===== src/rtl/bk_pkg.sv =====
// bk_pkg: shared widths, operand/sum types and bus helpers for the Brent-Kung adder stage
package bk_pkg;
  localparam int BK_W = 12;
  typedef logic [BK_W-1:0] bk_opnd_t;
  typedef logic [BK_W:0] bk_sum_t;
  function automatic logic [2*BK_W-1:0] bk_interleave(input bk_opnd_t a, input bk_opnd_t b);
    logic [2*BK_W-1:0] r;
    for (int i = 0; i < BK_W; i++) begin
      r[2*i] = a[i];
      r[2*i+1] = b[i];
    end
    return r;
  endfunction
  function automatic bk_sum_t bk_ref_sum(input bk_opnd_t a, input bk_opnd_t b);
    return {1'b0, a} + {1'b0, b};
  endfunction
endpackage


===== src/rtl/bk_result_fifo.sv =====
// bk_result_fifo: circular result buffer with registered storage and combinational head read
module bk_result_fifo #(
  parameter int WIDTH = 13,
  parameter int DEPTH = 4
) (
  input  logic                       clk,
  input  logic                       rst_n,
  input  logic                       push,
  input  logic                       pop,
  input  logic [WIDTH-1:0]           din,
  output logic [WIDTH-1:0]           dout,
  output logic                       full,
  output logic                       empty,
  output logic [$clog2(DEPTH):0]     count
);
  localparam int AW = $clog2(DEPTH);
  logic [WIDTH-1:0] mem [DEPTH];
  logic [AW-1:0] wr_ptr, rd_ptr;
  logic pop_e;
  assign full = count == (AW+1)'(DEPTH);
  assign empty = count == '0;
  assign pop_e = pop & !empty;
  assign dout = mem[rd_ptr];
  always_ff @(posedge clk or negedge rst_n) begin
    if (!rst_n) begin
      for (int i = 0; i < DEPTH; i++) mem[i] <= '0;
      wr_ptr <= '0;
      rd_ptr <= '0;
      count <= '0;
    end else begin
      if (push) begin
        mem[wr_ptr] <= din;
        wr_ptr <= wr_ptr + 1'b1;
      end
      if (pop_e) rd_ptr <= rd_ptr + 1'b1;
      count <= count + (AW+1)'(push) - (AW+1)'(pop_e);
    end
  end
endmodule


===== src/rtl/bk_operand_pipe.sv =====
// bk_operand_pipe: operand register + result FIFO around bk_add; BK_CARRY_CNT_EN adds a carry-out counter
module bk_operand_pipe
  import bk_pkg::*;
#(
  parameter int W = BK_W,
  parameter int FIFO_DEPTH = 4
) (
  input  logic                            clk,
  input  logic                            rst_n,
  input  logic                            in_valid,
  output logic                            in_ready,
  input  logic [W-1:0]                    in_a,
  input  logic [W-1:0]                    in_b,
  output logic [2*W-1:0]                  add_in,
  input  logic [W:0]                      add_out,
  output logic                            out_valid,
  input  logic                            out_ready,
  output logic [W:0]                      out_sum,
  output logic [$clog2(FIFO_DEPTH):0]     fifo_cnt,
  output logic [15:0]                     carry_cnt
);
  logic s1_vld, push, pop, full, empty;
  logic [W-1:0] s1_a, s1_b;
  assign out_valid = !empty;
  assign pop = out_valid & out_ready;
  assign push = s1_vld & (!full | pop);
  assign in_ready = !s1_vld | push;
  always_ff @(posedge clk or negedge rst_n) begin
    if (!rst_n) begin
      s1_vld <= 1'b0;
      s1_a <= '0;
      s1_b <= '0;
    end else if (in_valid & in_ready) begin
      s1_vld <= 1'b1;
      s1_a <= in_a;
      s1_b <= in_b;
    end else if (push) s1_vld <= 1'b0;
  end
  // bus is gated by s1_vld so the adder sees zero while the stage is idle
  for (genvar i = 0; i < W; i++) begin : g_il
    assign add_in[2*i] = s1_vld & s1_a[i];
    assign add_in[2*i+1] = s1_vld & s1_b[i];
  end
  bk_result_fifo #(.WIDTH(W+1), .DEPTH(FIFO_DEPTH)) u_fifo (
    .clk(clk), .rst_n(rst_n), .push(push), .pop(pop), .din(add_out),
    .dout(out_sum), .full(full), .empty(empty), .count(fifo_cnt)
  );
`ifdef BK_CARRY_CNT_EN
  always_ff @(posedge clk or negedge rst_n) begin
    if (!rst_n) carry_cnt <= '0;
    else if (push & add_out[W] & (carry_cnt != 16'hFFFF)) carry_cnt <= carry_cnt + 16'd1;
  end
`else
  assign carry_cnt = 16'h0;
`endif
endmodule


===== config.mk =====
export PLATFORM = sky130hd
export DESIGN_NAME = bk_operand_pipe
export DESIGN_NICKNAME = d
export VERILOG_FILES = /design/src/rtl/bk_pkg.sv /design/src/rtl/bk_result_fifo.sv /design/src/rtl/bk_operand_pipe.sv
export SDC_FILE = /design/constraint.sdc
export NUM_CORES = 1
export LEC_CHECK = 0
export CAP_MARGIN = 5
export CORE_UTILIZATION = 50
export DETAILED_ROUTE_END_ITERATION = 6
export PLACE_DENSITY = 0.81
export SETUP_SLACK_MARGIN = 0.15
export SLEW_MARGIN = 10
export SYNTH_ARGS = -nofsm -noshare
export SYNTH_HDL_FRONTEND = slang
export SYNTH_SLANG_ARGS = --single-unit

===== constraint.sdc =====
create_clock -name clk -period 2.61 [get_ports clk]
set_clock_uncertainty 0.15 [all_clocks]
set_input_delay 0.261 -clock clk [delete_from_list [all_inputs] [get_ports clk]]
set_output_delay 0.261 -clock clk [all_outputs]
set_load 0.005 [all_outputs]

==> results of run 1 <==
registers in the layout, summed over array words and instances (netlist names):
name           count
s1_a              12
s1_b              12
s1_vld             1
u_fifo.count       3
u_fifo.mem        52
u_fifo.rd_ptr      2
u_fifo.wr_ptr      2
logic make-up after synthesis:
group / share of synthesized area, %
muxes: 32.0
DFF: 51.3
buffers and inverters: 7.45
and+or+nand+nor: 5.43
adders and majority gates: 2.32
xor gates and xnor gates: 1.07
AOI/OAI and AO/OA: 0.427
other: 0.0915
report_power, final:
| group | total (mW) | leakage, nW | internal, mW | switching, mW |
|---|---|---|---|---|
| Clock | 0.906 | 0.0990 | 0.439 | 0.468 |
| Combinational | 2.53 | 1.16 | 1.74 | 0.786 |
| Sequential | 2.18 | 0.988 | 1.84 | 0.337 |
Yosys cell counts (3+ instances only):
cell and instances:
dfrtp_1 84, mux2_4 40, mux2_2 37, and2_1 24, buf_4 16, mux4_2 13
inv_1 7, ha_1 6, clkbuf_1 5, and3_1 4, buf_12 4, buf_6 4
xnor2_1 4, buf_2 3, nand2_1 3
layout by cell type, fill, tap and decap left out:
cell / n
dfrtp_1: 84
clkdlybuf4s50_1: 81
mux2_4: 40
mux2_2: 37
and2_1: 24
conb_1: 16
mux4_2: 13
buf_4: 11
clkbuf_8: 9
inv_1: 7
ha_1: 6
and3_1: 4
nand2_1: 3
xnor2_1: 3
clkinv_4: 3
clkinv_2: 2
o31a_2: 1
or4b_4: 1
xnor2_2: 1
nor4b_2: 1
or3_2: 1
a21boi_2: 1
xor2_1: 1
nand2b_1: 1
fa_1: 1
bufinv_16: 1
dlygate4sd3_1: 1
buf_12: 1
timing repair:
action,in CTS,in global routing
endpoints found under the setup margin,0,2
hold buffers,1,0
hold endpoints to repair,35,0
resized for setup,0,2
area by class of cell:
cell class | count | area share [%]
sequential | 84 | 40.9
inverter | 7 | 0.512
multi-input combinational | 155 | 34.4
tap | 102 | 2.48
clock buffer | 9 | 2.41
timing repair buffer | 94 | 18.0
clock inverter | 6 | 1.29
per-stage QoR:
step | util (%) | hold slack (ns)
final | 65.4 | 0.252
after global routing | 65.4 | 0.287
after CTS | 65.3 | 0.262
after detailed placement | 62.7 | 0.104
after global placement | 62.7 | 0.0975
after floorplan | - | -0.185
per-layer routing:
metal / GRT usage [%] / vias to the layer above
li1: - / 1050
met1: 25.5 / 1168
met2: 30.8 / 78
met3: 7.72 / 7
met4: 4.30 / 0
met5: 0 / -
critical path, delay by kind of cell (launching register included):
kind | cells | cell delay, ns
buffers and inverters | 2 | 0.11
flip-flops | 1 | 0.45
AO/OA/AOI/OAI | 1 | 0.42
XOR/XNOR | 2 | 0.27
adder cells (fa/ha/maj) | 3 | 0.82
path summary, 6_finish.rpt:
path | from | end | slack (ns) | cells past startpoint
worst max-delay path | u_fifo.count[2] | u_fifo.count[2] | 0.28 | 8
worst min-delay path | rst_n | u_fifo.mem[32] | 0.25 | 2
worst max register to register | u_fifo.count[2] | u_fifo.count[2] | 0.28 | 8
worst min register to register | s1_b[5] | s1_b[5] | 0.36 | 1
max in group asynchronous | rst_n | u_fifo.wr_ptr[0] | 1.42 | 3
min in group clk | in_valid | s1_vld | 0.35 | 2
==> results.sh, run 1 <==
export IMPL_met3_length_um=612
export IMPL_grt_util_all_layers_pct=19.6
export IMPL_drt_met1_wl_mm=3.35
export IMPL_critical_path_max_fanout=6
export IMPL_stdcell_area_um2=5140
export IMPL_grt_pass1_vias=2547
export IMPL_synth_seq_cells=84
export IMPL_io_pins=99
export IMPL_synth_warnings=0
export IMPL_numCtsBuffers=9
export IMPL_gp_congestion=0.691
export IMPL_yosysSeqAreaShare_pct=51.3
export IMPL_wl_mm=7.76
export IMPL_nNetsFinal=399
export IMPL_n_fill_cell=580
export IMPL_rsz0062_at_grt="false"
export IMPL_finalSetupViolCount=0
export IMPL_post_synth_top_area_fraction_pct=51.3
export IMPL_ir_worst_vdd_uv=514
export IMPL_hp_class="input port to asynchronous set/reset pin"
export IMPL_critPathLaunchType="flip-flop"
export IMPL_dieArea_um2=8570
export IMPL_crit_path_cell_trace="o31a_2 > ha_1 > inv_1 > ha_1 > inv_1 > fa_1 > xnor2_2 > xnor2_1"
export IMPL_overflow=0
export IMPL_start_util_pct=52.2
export IMPL_slew_viol_final=0
export IMPL_coreArea_um2=7850
export IMPL_syn_inst=263
export IMPL_synth_cell_area_um2=4100
export IMPL_grt_pass1_wl_mm=12.8
export IMPL_power_density_nw_per_um2=1090
export IMPL_yosysTopAreaCell="dfrtp_1"
export IMPL_grt_start_max_net_pins=50
export IMPL_cp_end_kind="flip-flop"
export IMPL_antenna_left=0
export IMPL_cp_slowest_cell="dfrtp_1"
export IMPL_synth_edf_count=0
export IMPL_num_antenna_cells=0
export IMPL_dpl_worst_slack_ns=0.159
export IMPL_syn_area_per_cell_um2=15.6
export IMPL_hold_viol=0
export IMPL_required_ns=2.69
export IMPL_cts_buffer_depth=2
export IMPL_maxCapViolCount=0
export IMPL_area_growth_pct=25.3
export IMPL_synthFlopType="dfrtp_1"
export IMPL_rows=32
export IMPL_viasPerCell=5.04
export IMPL_die_y_um=92.6
export IMPL_max_stage_delay_ns=0.45
export IMPL_stdcell_count=457
export IMPL_cts_root_buf="clkbuf_8"
export IMPL_cts_tree="built"
export IMPL_drtPass1Iterations=4
export IMPL_via_count=2303
export IMPL_cts_setup_buffers=0
export IMPL_post_dp_cell_area_um2=4920
export IMPL_htreeDepth=3
export IMPL_drive_above_1_share_pct=34.6
export IMPL_crit_type="flip-flop to flip-flop"
export IMPL_p_total_mw=5.61
export IMPL_clk_latency_ns=0.35
export IMPL_post_route_period_util_pct=89.4
export IMPL_wl_met2_mm=3.74
export IMPL_drc=0
export IMPL_async_flop_share_pct=100
export IMPL_p_leak_nw=2.25
export IMPL_synth_cell_types=24
export IMPL_path_clk_slew_ns=0.09
export IMPL_die_x_um=92.6
export IMPL_dp_hpwl_mm=5.27
export IMPL_placed_cells=441
export IMPL_fmax_mhz=428
export IMPL_layout_setup_ws_ns=0.276
export IMPL_drt_first_iter_violations=59
export IMPL_io_buffers=82
export IMPL_wl_per_cell_um=17.0
export IMPL_cp_arrival_ns=2.42
export IMPL_multi_input_area_um2=1770
export IMPL_status="finished clean"
export IMPL_fin_crit_ns=2.33
export IMPL_seq_area_um2=2100
export IMPL_synth_area_leaders="dfrtp_1 (51%), mux2_4 (15%), mux2_2 (10%)"
export IMPL_top_layer_used="met4"
export IMPL_cts_sinks=84
export IMPL_antenna_found_initial=0
export IMPL_fin_tns_setup_ns=0
Power figures use the tool's default switching activity.
==> run 2, diff against run 1 <==
SLEW_MARGIN = default   (was 10)
==> results of run 2 <==
Same layout as run 1: the final DEF is identical, and so are final timing and power.
==> run 3, diff against run 2 <==
RECOVER_POWER = 50   (was default)
==> run 3 against run 2 <==
Sequential cell count unchanged. Largest power group unchanged. Setup slack worse by 0.014 ns. Sequential power hardly changed. Critical path depth decreased by 5. Routed wire length shrank 0.28%. Critical endpoint is now in_ready. Combinational power about the same.
==> results.sh, run 3 (synthesis results as in run 1) <==
export IMPL_dp_hpwl_mm=5.27
export IMPL_via_count=2297
export IMPL_die_x_um=92.6
export IMPL_status="finished clean"
export IMPL_fmax_mhz=426
export IMPL_gp_congestion=0.691
export IMPL_slew_viol_final=0
export IMPL_grt_util_all_layers_pct=19.6
export IMPL_grt_pass1_vias=2547
export IMPL_hp_class="input port to flip-flop"
export IMPL_viasPerCell=5.03
export IMPL_crit_type="flip-flop to output pin"
export IMPL_coreArea_um2=7850
export IMPL_hold_slack_ns=0.349
export IMPL_cp_slowest_cell="nor4b_1"
export IMPL_cp_end_kind="output pin"
export IMPL_mostFrequentLayoutCell="dfrtp_1"
export IMPL_p_seq_share_pct=38.8
export IMPL_numCtsBuffers=9
export IMPL_n_fill_cell=583
export IMPL_multi_input_area_um2=1760
export IMPL_cts_root_buf="clkbuf_8"
export IMPL_drt_first_iter_violations=54
export IMPL_critical_path_max_fanout=6
export IMPL_stdcell_count=457
export IMPL_maxCapViolCount=0
export IMPL_cts_sinks=84
export IMPL_p_int_mw=4.01
export IMPL_nNetsFinal=399
export IMPL_seq_area_um2=2100
export IMPL_p_leak_nw=2.24
export IMPL_die_y_um=92.6
export IMPL_required_ns=2.20
export IMPL_cp_arrival_ns=1.94
export IMPL_io_pins=99
export IMPL_top_register="u_fifo.mem"
export IMPL_max_slew_margin_rel_pct=40.7
export IMPL_tightest_slew_ns=0.889
export IMPL_drtPass1Iterations=4
export IMPL_drive_above_1_share_pct=34.1
export IMPL_dieArea_um2=8570
export IMPL_start_util_pct=52.2
export IMPL_pwr_share_comb_pct=45.0
export IMPL_reg_top3="u_fifo.mem (52), s1_a (12), s1_b (12)"
export IMPL_regToRegSetupSlack_ns=0.28
export IMPL_rsz0062_at_grt="false"
export IMPL_switching_share_pct=28.3
export IMPL_stdcell_area_um2=5110
export IMPL_post_dp_cell_area_um2=4920
export IMPL_cts_buffer_depth=2
export IMPL_path_clk_slew_ns=0.08
export IMPL_grt_pass1_wl_mm=12.8
export IMPL_num_antenna_cells=0
export IMPL_ir_worst_vdd_uv=500
export IMPL_clk_latency_ns=0.35
export IMPL_wl_mm=7.74
export IMPL_antenna_left=0
export IMPL_p_total_mw=5.59
export IMPL_largest_register_ff_count=52
export IMPL_htreeDepth=3
export IMPL_max_stage_delay_ns=0.50
export IMPL_hold_viol=0
export IMPL_critPathLaunchType="flip-flop"
export IMPL_fin_tns_setup_ns=0
export IMPL_power_density_nw_per_um2=1090
export IMPL_rows=32
export IMPL_grt_start_max_net_pins=50
export IMPL_drc=0
export IMPL_post_route_period_util_pct=89.9
export IMPL_wl_per_cell_um=16.9
export IMPL_cts_setup_buffers=0
export IMPL_clockPowerShare_pct=16.2
export IMPL_fin_crit_ns=2.35
export IMPL_final_cell_mix="dfrtp_1 (84), clkdlybuf4s50_1 (80), mux2_4 (40)"
export IMPL_area_growth_pct=24.6
export IMPL_crit_path_cell_trace="nor4b_1 > nand2_1 > clkdlybuf4s50_1"
export IMPL_finalSetupViolCount=0
export IMPL_switchingPower_mw=1.58
export IMPL_cts_tree="built"
export IMPL_overflow=0
export IMPL_placed_cells=441
export IMPL_antenna_found_initial=0
export IMPL_io_buffers=82
## run 3: power by group through the flow
stage / Sequential, mW / Clock (mW) / Combinational (mW)
final: 2.17 / 0.906 / 2.52
after global routing: 2.24 / 0.993 / 2.72
after CTS: 2.17 / 0.942 / 2.55
after detailed placement: 2.19 / 0 / 2.53
after global placement: 2.16 / 0 / 2.48
after floorplan: 2.08 / 0 / 1.74
## run 3: layout make-up
| cell class | instances | share of cell area, % |
|---|---|---|
| clock buffer | 9 | 2.42 |
| clock inverter | 6 | 1.30 |
| inverter | 7 | 0.514 |
| multi-input combinational | 155 | 34.4 |
| sequential | 84 | 41.1 |
| tap | 102 | 2.50 |
| timing repair buffer | 94 | 17.7 |
## run 3: path summary, 6_finish.rpt
| check | start | end | depth (start not counted) |
|---|---|---|---|
| max in group asynchronous | rst_n | u_fifo.count[1] | 3 |
| worst min register to register | s1_b[5] | s1_b[5] | 1 |
| worst max-delay path | u_fifo.count[2] | in_ready | 3 |
| worst min-delay path | in_valid | s1_vld | 2 |
| worst max register to register | u_fifo.count[2] | u_fifo.count[2] | 8 |
| min in group asynchronous | rst_n | u_fifo.mem[32] | 2 |
## run 3: critical path, delay by kind of cell (launching register included)
family | cells | cell delay, ns
buffers and inverters | 1 | 0.48
DFF | 1 | 0.47
and+or+nand+nor | 2 | 0.65
## run 3: per-layer routing
layer / up-vias / wire (um) / GRT usage [%]
li1: 1051 / - / -
met1: 1160 / 3360 / 25.5
met2: 79 / 3720 / 30.8
met3: 7 / 586 / 7.72
met4: 0 / 75 / 4.30
met5: - / 0 / 0
## run 3: what timing repair did
action                                  in CTS  in global routing
endpoints found under the setup margin       0                  2
resized for setup                            0                  2
hold endpoints to repair                    35                  0
hold buffers                                 1                  0
## run 3: through the flow
step / util [%] / setup WS (ns)
2_1_floorplan: - / 0.414
3_3_place_gp: 62.7 / 0.223
3_5_place_dp: 62.7 / 0.159
4_1_cts: 65.3 / 0.233
5_1_grt: 65.1 / 0.0908
6_report: 65.1 / 0.262
